$ cat config.mk
export PLATFORM = sky130hd
export DESIGN_NAME = instr_issue_q
export DESIGN_NICKNAME = d
export VERILOG_FILES = /design/src/rtl/instr_issue_q.sv
export SDC_FILE = /design/constraint.sdc
export NUM_CORES = 1
export LEC_CHECK = 0
export ABC_CLOCK_PERIOD_IN_PS = 3000
export CAP_MARGIN = 10
export CELL_PAD_IN_SITES_DETAIL_PLACEMENT = 1
export CELL_PAD_IN_SITES_GLOBAL_PLACEMENT = 1
export CORE_MARGIN = 10
export CORE_UTILIZATION = 35
export CTS_CLUSTER_DIAMETER = 150
export DETAILED_ROUTE_END_ITERATION = 6
export GPL_ROUTABILITY_DRIVEN = 0
export PLACE_DENSITY_LB_ADDON = 0.1
export SLEW_MARGIN = 20
export SYNTH_ARGS = -nofsm -noshare
export SYNTH_HDL_FRONTEND = slang
export SYNTH_SLANG_ARGS = --single-unit
export TNS_END_PERCENT = 10
$ cat constraint.sdc
create_clock -name clk -period 3 [get_ports clk]
set_input_delay 0.3 -clock clk [delete_from_list [all_inputs] [get_ports clk]]
set_output_delay 0.3 -clock clk [all_outputs]
set_load 0.02 [all_outputs]
$ cat src/rtl/instr_issue_q.sv
// ---------------------------------------------------------------------------
// instr_issue_q
// Purpose : Small instruction queue in front of the control decoder. It
//           buffers 32-bit instruction words and presents the oldest one as
//           opcode/funct plus its PC under a valid/ready handshake. A flush
//           (taken branch) discards the queue, reloads the PC and inserts a
//           one-cycle bubble before issue resumes.
// Ports   :
//   clk        rising-edge clock
//   rst_n      synchronous, active-low reset
//   in_valid   producer offers in_instr this cycle
//   in_ready   queue accepts a word this cycle
//   in_instr   32-bit instruction word
//   out_valid  opc/funct/out_pc describe a valid instruction
//   out_ready  decoder consumes the presented instruction
//   opc        head word [31:26] (zero when nothing is presented)
//   funct      head word [5:0]   (zero when nothing is presented)
//   out_pc     PC of the head word
//   flush      discard queue, redirect to flush_pc
//   flush_pc   PC of the first word after the flush
//   count      current occupancy, 0..DEPTH
// ---------------------------------------------------------------------------
module instr_issue_q #(
    parameter int          DEPTH    = 4,
    parameter int          AW       = 2,
    parameter logic [31:0] PC_RESET = 32'h0
) (
    input  logic          clk,
    input  logic          rst_n,
    input  logic          in_valid,
    output logic          in_ready,
    input  logic [31:0]   in_instr,
    output logic          out_valid,
    input  logic          out_ready,
    output logic [5:0]    opc,
    output logic [5:0]    funct,
    output logic [31:0]   out_pc,
    input  logic          flush,
    input  logic [31:0]   flush_pc,
    output logic [AW:0]   count
);

    typedef enum logic {
        ST_RUN    = 1'b0,
        ST_BUBBLE = 1'b1
    } state_t;

    localparam logic [AW:0]   FULL_CNT = (AW + 1)'(DEPTH);
    localparam logic [AW:0]   CNT_ONE  = {{AW{1'b0}}, 1'b1};
    localparam logic [AW:0]   CNT_ZERO = {(AW + 1){1'b0}};
    localparam logic [AW-1:0] PTR_ONE  = {{(AW - 1){1'b0}}, 1'b1};
    localparam logic [AW-1:0] PTR_ZERO = {AW{1'b0}};

    state_t        state_r;
    logic [31:0]   mem_r [DEPTH];
    logic [AW-1:0] wr_ptr_r;
    logic [AW-1:0] rd_ptr_r;
    logic [AW:0]   count_r;
    logic [31:0]   pc_r;

    logic [31:0]   head_s;
    logic          push_s;
    logic          pop_s;
    logic          unused_head_bits_s;

    assign head_s = mem_r[rd_ptr_r];
    // Middle bits of the word are buffered but not presented to the decoder.
    assign unused_head_bits_s = ^head_s[25:6];

    assign out_pc = pc_r;
    assign count  = count_r;

    // Handshake qualifiers and first-word fall-through presentation of the head.
    always_comb begin
        in_ready  = 1'b0;
        out_valid = 1'b0;
        opc       = 6'd0;
        funct     = 6'd0;
        push_s    = 1'b0;
        pop_s     = 1'b0;

        // in_ready looks at occupancy only, so a full queue never accepts a
        // word even when the decoder is draining in the same cycle.
        if ((state_r == ST_RUN) && (count_r < FULL_CNT) && !flush) begin
            in_ready = 1'b1;
        end else begin
            in_ready = 1'b0;
        end

        if ((state_r == ST_RUN) && (count_r != CNT_ZERO)) begin
            out_valid = 1'b1;
            opc       = head_s[31:26];
            funct     = head_s[5:0];
        end else begin
            // Masked so an empty queue or bubble never shows stale fields.
            out_valid = 1'b0;
            opc       = 6'd0;
            funct     = 6'd0;
        end

        push_s = in_valid & in_ready;
        pop_s  = out_valid & out_ready;
    end

    // Queue storage, pointers, occupancy, PC tracking and RUN/BUBBLE state.
    always_ff @(posedge clk) begin
        if (!rst_n) begin
            state_r  <= ST_RUN;
            wr_ptr_r <= PTR_ZERO;
            rd_ptr_r <= PTR_ZERO;
            count_r  <= CNT_ZERO;
            pc_r     <= PC_RESET;
            for (int i = 0; i < DEPTH; i++) begin
                mem_r[i] <= 32'h0;
            end
        end else if (flush) begin
            // Redirect wins over any push/pop offered in the same cycle.
            state_r  <= ST_BUBBLE;
            wr_ptr_r <= PTR_ZERO;
            rd_ptr_r <= PTR_ZERO;
            count_r  <= CNT_ZERO;
            pc_r     <= flush_pc;
        end else begin
            state_r <= ST_RUN;

            if (push_s) begin
                mem_r[wr_ptr_r] <= in_instr;
                wr_ptr_r        <= wr_ptr_r + PTR_ONE;
            end else begin
                wr_ptr_r <= wr_ptr_r;
            end

            if (pop_s) begin
                rd_ptr_r <= rd_ptr_r + PTR_ONE;
                pc_r     <= pc_r + 32'd4;
            end else begin
                rd_ptr_r <= rd_ptr_r;
                pc_r     <= pc_r;
            end

            case ({push_s, pop_s})
                2'b10:   count_r <= count_r + CNT_ONE;
                2'b01:   count_r <= count_r - CNT_ONE;
                default: count_r <= count_r;
            endcase
        end
    end

endmodule

# == Word level (Yosys, flattened, before mapping) ==
# Memories as Yosys holds them, arrays and structs flattened. A register that Yosys moved wholly into a read port is not among the register bits.
# Cells that the tools add are included.
# totals
regBits,40
ram_bits,128
input_bits,69
out_inout_bits,49
word_cells,45
n_memories,1
# memory_table
memory,words,width,read_ports,rd_clocked_by_memory_dff,write_ports,line_no,source
mem_r,4,32,1,1,4,55,logic [31:0] mem_r [DEPTH];
# classes
add_sub_neg,5
magnitude_cmp,1
n_eq_ne,2
muxes,18
bitwise,4
n_reduce_logical,9
# op_table
cell,n
$mux 32,3
$add 32x3->32 const B,1
$reduce_or 32->1,1
$mux 6,2
$mux 1,9
$mux 2,3
$pmux 3 s2,1
$add 2x1->2 const B,2
$reduce_bool 2->1,2
$add 3x1->3 const B,1
$logic_and 1x1->1,3
$lt 3x3->1 const B,1
$reduce_bool 3->1,1
$sub 3x1->3 const B,1
$and 1x1->1,2
$eq 2x1->1 const B,1
$eq 2x2->1 const B,1
$not 1->1,2
$reduce_or 2->1,1
$logic_not 1->1,1

# == Longest topological paths before layout ==
# depth
depth_word,11
ltp_mapped,10
mapped_depth_nobuf,9

# == Worst setup path before layout ==
# Ideal clock, no wire load.
# synth_timing
path_kind,register -> register
start,"register count_r[2], in the netlist count[2]"
end,memory mem_r[0][0] (enable)
setup_time_ns,0.400
arrival_time_ns,2.172
required_time_ns,2.600
slack_ns,0.428
path_stages_with_launch,6
path_buffers,1
synth_period_minus_slack_ns,2.572
cell_sequence,dfxtp_1 -> nor3_2 -> and2_1 -> buf_2 -> inv_1 -> o31ai_1
# synth_rtl
element,line_no,source
"start, declared",58,logic [AW:0] count_r;
"start signal, assigned",142,2'b10: count_r <= count_r + CNT_ONE;
"start signal, assigned",143,2'b01: count_r <= count_r - CNT_ONE;
"start signal, assigned",144,default: count_r <= count_r;
"end, declared",55,

# == Worst setup path in the final report ==
# layout_timing
start,"register count_r[2], in the netlist count[2]"
end,"register count_r[2], in the netlist count[2]"
# layout_via
elab_cells_between_ends,15
classes_between,2 x add/sub; 1 x order compare; 2 x eq/ne; 3 x mux; 2 x bitwise; 5 x reduce/logical
# layout_rtl
element,line_no,source
$reduce_bool 3->1 (*),90,if ((state_r == ST_RUN) && (count_r != CNT_ZERO)) begin
$logic_and 1x1->1 (*),90,
$mux 1 (*),90,
$and 1x1->1 (*),102,pop_s = out_valid & out_ready;
net pop_s,63,logic pop_s;
$eq 2x1->1 / $eq 2x2->1 (equally long branches),141,"case ({push_s, pop_s})"
$pmux 3 s2 / $reduce_bool 2->1 (equally long branches),--,
# Mark *: on every way through the listed nets, which the timed path passes. The rest lies on a longest branch.
# A chain may end at the register's enable or synchronous reset.

==> impl_metrics.tcl <==
set metrics [dict create \
    fp.dieW_um 130 \
    finalNetCount 547 \
    drive_gt1_share_pct 10.0 \
    power_leakage_uw 0.00208 \
    power.density_nw_per_um2 514 \
    vias 3113 \
    synth.distinct_cells 41 \
    skew_ns 0.00713 \
    synth-seq-cells 90 \
    critPathArrivalTime_ns 2.72 \
    syn-num-nets 447 \
    synth_edf_count 48 \
    wl_met1_um 4720 \
    startpoint_type "flip-flop" \
    wl_per_cell_um 18.6 \
    portBuffers 97 \
    final_util_pct 47.9 \
    clk_pin_slew_ns 0.07 \
    grt_pass1_wl_um 18500 \
    clk-insertion-delay-late_ns 0.34 \
    rr_startpoint "count[2]" \
    num_rows 40 \
    synth-main-ff-cell "edfxtp_1" \
    core_sq_um 12000 \
    yosys_warnings 0 \
    synth_commonest_cells "and2_1 (63), edfxtp_1 (48), dfxtp_1 (42), o21ai_0 (27), xor2_1 (25)" \
    n_antenna_cell 0 \
    min_from "flush_pc[24]" \
    post-route-min-period_ns 2.46 \
    detail_route.first_pass.iterations 4 \
    reg2reg_depth 9 \
    drt_iter0_markers 200 \
    synthTopCellsByArea "edfxtp_1 (34%), dfxtp_1 (20%), and2_1 (9.3%)" \
    worst_ep_required_time_ns 3.26 \
    viasPerCell 4.96 \
    clkSinkCount 90 \
    cts_setup_buffers 0 \
    outcome "finished, final reports clean" \
    finalHoldViolations 0 \
    setup_viol 0 \
    min_to "out_pc[24]" \
    yosysTopAreaCell "edfxtp_1" \
    tns_ns 0 \
    relSlewSlack_pct 52.5 \
    cp_max_fo 5 \
    cts_resized 0 \
    tritoncts "built" \
    die_y_um 130 \
    synth.most_common_cell "and2_1" \
    antenna_found_initial 0 \
    grt_setup_unrepaired "false" \
    met3WireLength_um 831 \
    multi_input_area_sq_um 1880 \
    htreeDepth 3 \
    hold_path_class "in2reg" \
    rr_endpoint "count[2]" \
    min_path_cells 3 \
    clockBufferDepth 2 \
    cts_made_buffers 9 \
    dieArea_sq_um 17000 \
    hold_ws_ns 0.498 \
    grt_pass1_vias 3444 \
    dpl.hpwl_um 8310 \
    start_util_pct 35.6 \
    area_delta_synth_final_pct 34.7 \
    fin_crit_sh_pct 82.2 \
    async_flop_share_pct 0 \
    irDropWorstVdd_mv 0.219 \
    drc_errors 0 \
    grt_usage_pct 14.3 \
    syn_avg_cell_area_sq_um 11.4 \
    clockRootBuffer "clkbuf_16" \
    highest_layer "met4" \
    fmax_mhz 406 \
    max_cap_viol_count 0 \
    tightestPinTransition_ns 0.709 \
    gr-total-overflow 0 \
    slew_viol_final 0 \
    worst-setup-path-type "reg2reg" \
    synth_area_sq_um 4260 \
    route.met2.wl_um 5970 \
    grt_max_degree 44 \
    synthCells 375 \
    cts_hold_buf 0 \
    ant_nets 0 \
    yosysTopAreaCellShare_pct 33.9 \
    timing.reg2reg.setup_slack_ns 0.54 \
    io_pins 118 \
    synth_seq_area_share_pct 53.6 \
    wirelength_um 11700 \
    seqCellArea_sq_um 2280 \
    n_fill_cell 1311 \
    crit_path_end_kind "flip-flop" \
]
-- routing by layer --
metal / vias up / GRT usage [%]
met5: - / 0
met4: 0 / 4.96
met3: 11 / 5.35
met2: 74 / 25.0
met1: 1486 / 15.6
li1: 1542 / -
-- where the power goes --
| group | leakage [uW] | switching (uW) | internal (uW) |
|---|---|---|---|
| clock | 0.000153 | 490 | 734 |
| combinational | 0.00108 | 155 | 168 |
| sequential | 0.000850 | 46.1 | 1350 |
| total | 0.00208 | 692 | 2260 |
-- placed cells by master, fill, tap and decap left out, drive strengths merged, types with 2 or more instances in the layout --
cell | Yosys | layout
and4 | 4 | 4
clkdlybuf4s50 | 0 | 97
ha | 2 | 2
xor2 | 25 | 25
and2 | 63 | 63
o21ai | 33 | 33
mux2i | 4 | 4
a21oi | 19 | 19
clkinv | 1 | 3
dfxtp | 42 | 42
nor2b | 3 | 3
nand2 | 22 | 22
inv | 4 | 5
or3 | 3 | 3
clkbuf | 13 | 10
nand4 | 11 | 11
nor2 | 13 | 13
buf | 6 | 11
nand3 | 13 | 13
bufinv | 0 | 2
and3 | 5 | 5
nor3 | 7 | 7
nor4 | 2 | 2
mux4 | 12 | 12
nand2b | 2 | 2
a31oi | 2 | 2
edfxtp | 48 | 48
xnor2 | 7 | 7
o211a | 2 | 2
-- flip-flops by register name (all words and copies together) (netlist names), named ones only --
register and flops:
state_r 1, count 3, out_pc 32, rd_ptr_r 2, mem_r 48, wr_ptr_r 2
-- area by class of cell --
class | instances | area share [%]
clock inverter | 6 | 1.57
clock buffer | 10 | 3.99
sequential | 90 | 39.8
timing repair buffer | 108 | 18.4
tap | 147 | 3.21
inverter | 5 | 0.327
multi-input combinational | 261 | 32.7
-- through the flow --
stage	cells	setup slack, ns	cell area [sq um]	total power, uW
floorplan	375	0.428	4260	1570
global placement	611	0.378	5420	1750
CTS	627	0.471	5740	2990
global route	627	0.265	5740	3070
detailed placement	611	0.331	5420	1760
finish	627	0.535	5740	2950
-- worst max-delay path, cell delays in order (launching register included) --
cell	delay (ns)
dfxtp_1	0.35
nor3_2	0.44
nor2_1	0.11
nand2_1	0.20
inv_1	0.07
ha_1	0.22
fa_1	0.39
xnor2_1	0.14
or3_1	0.31
a21oi_1	0.15
-- logic make-up (layout without fill, tap and decap cells) --
kind of cell	count (synthesis)	after routing	synth area share, %
AO/OA/AOI/OAI	59	59	7.44
XOR/XNOR	32	32	6.58
adder cells (fa/ha/maj)	3	3	1.06
buffers and inverters	24	129	2.26
flip-flops	90	90	53.6
multiplexers	16	16	7.29
AND/OR/NAND/NOR	151	151	21.8
-- how the worst max path moves through the flow --
stage | startpoint | end | slack [ns]
2_1_floorplan | count[2] | mem_r[0][0] | 0.43
3_3_place_gp | flush | count[2] | 0.38
3_5_place_dp | flush | count[2] | 0.33
4_1_cts | count[2] | funct[2] | 0.47
5_1_grt | count[2] | count[2] | 0.26
6_report | count[2] | count[2] | 0.54
Note: power is estimated with default switching activity, not from simulation.
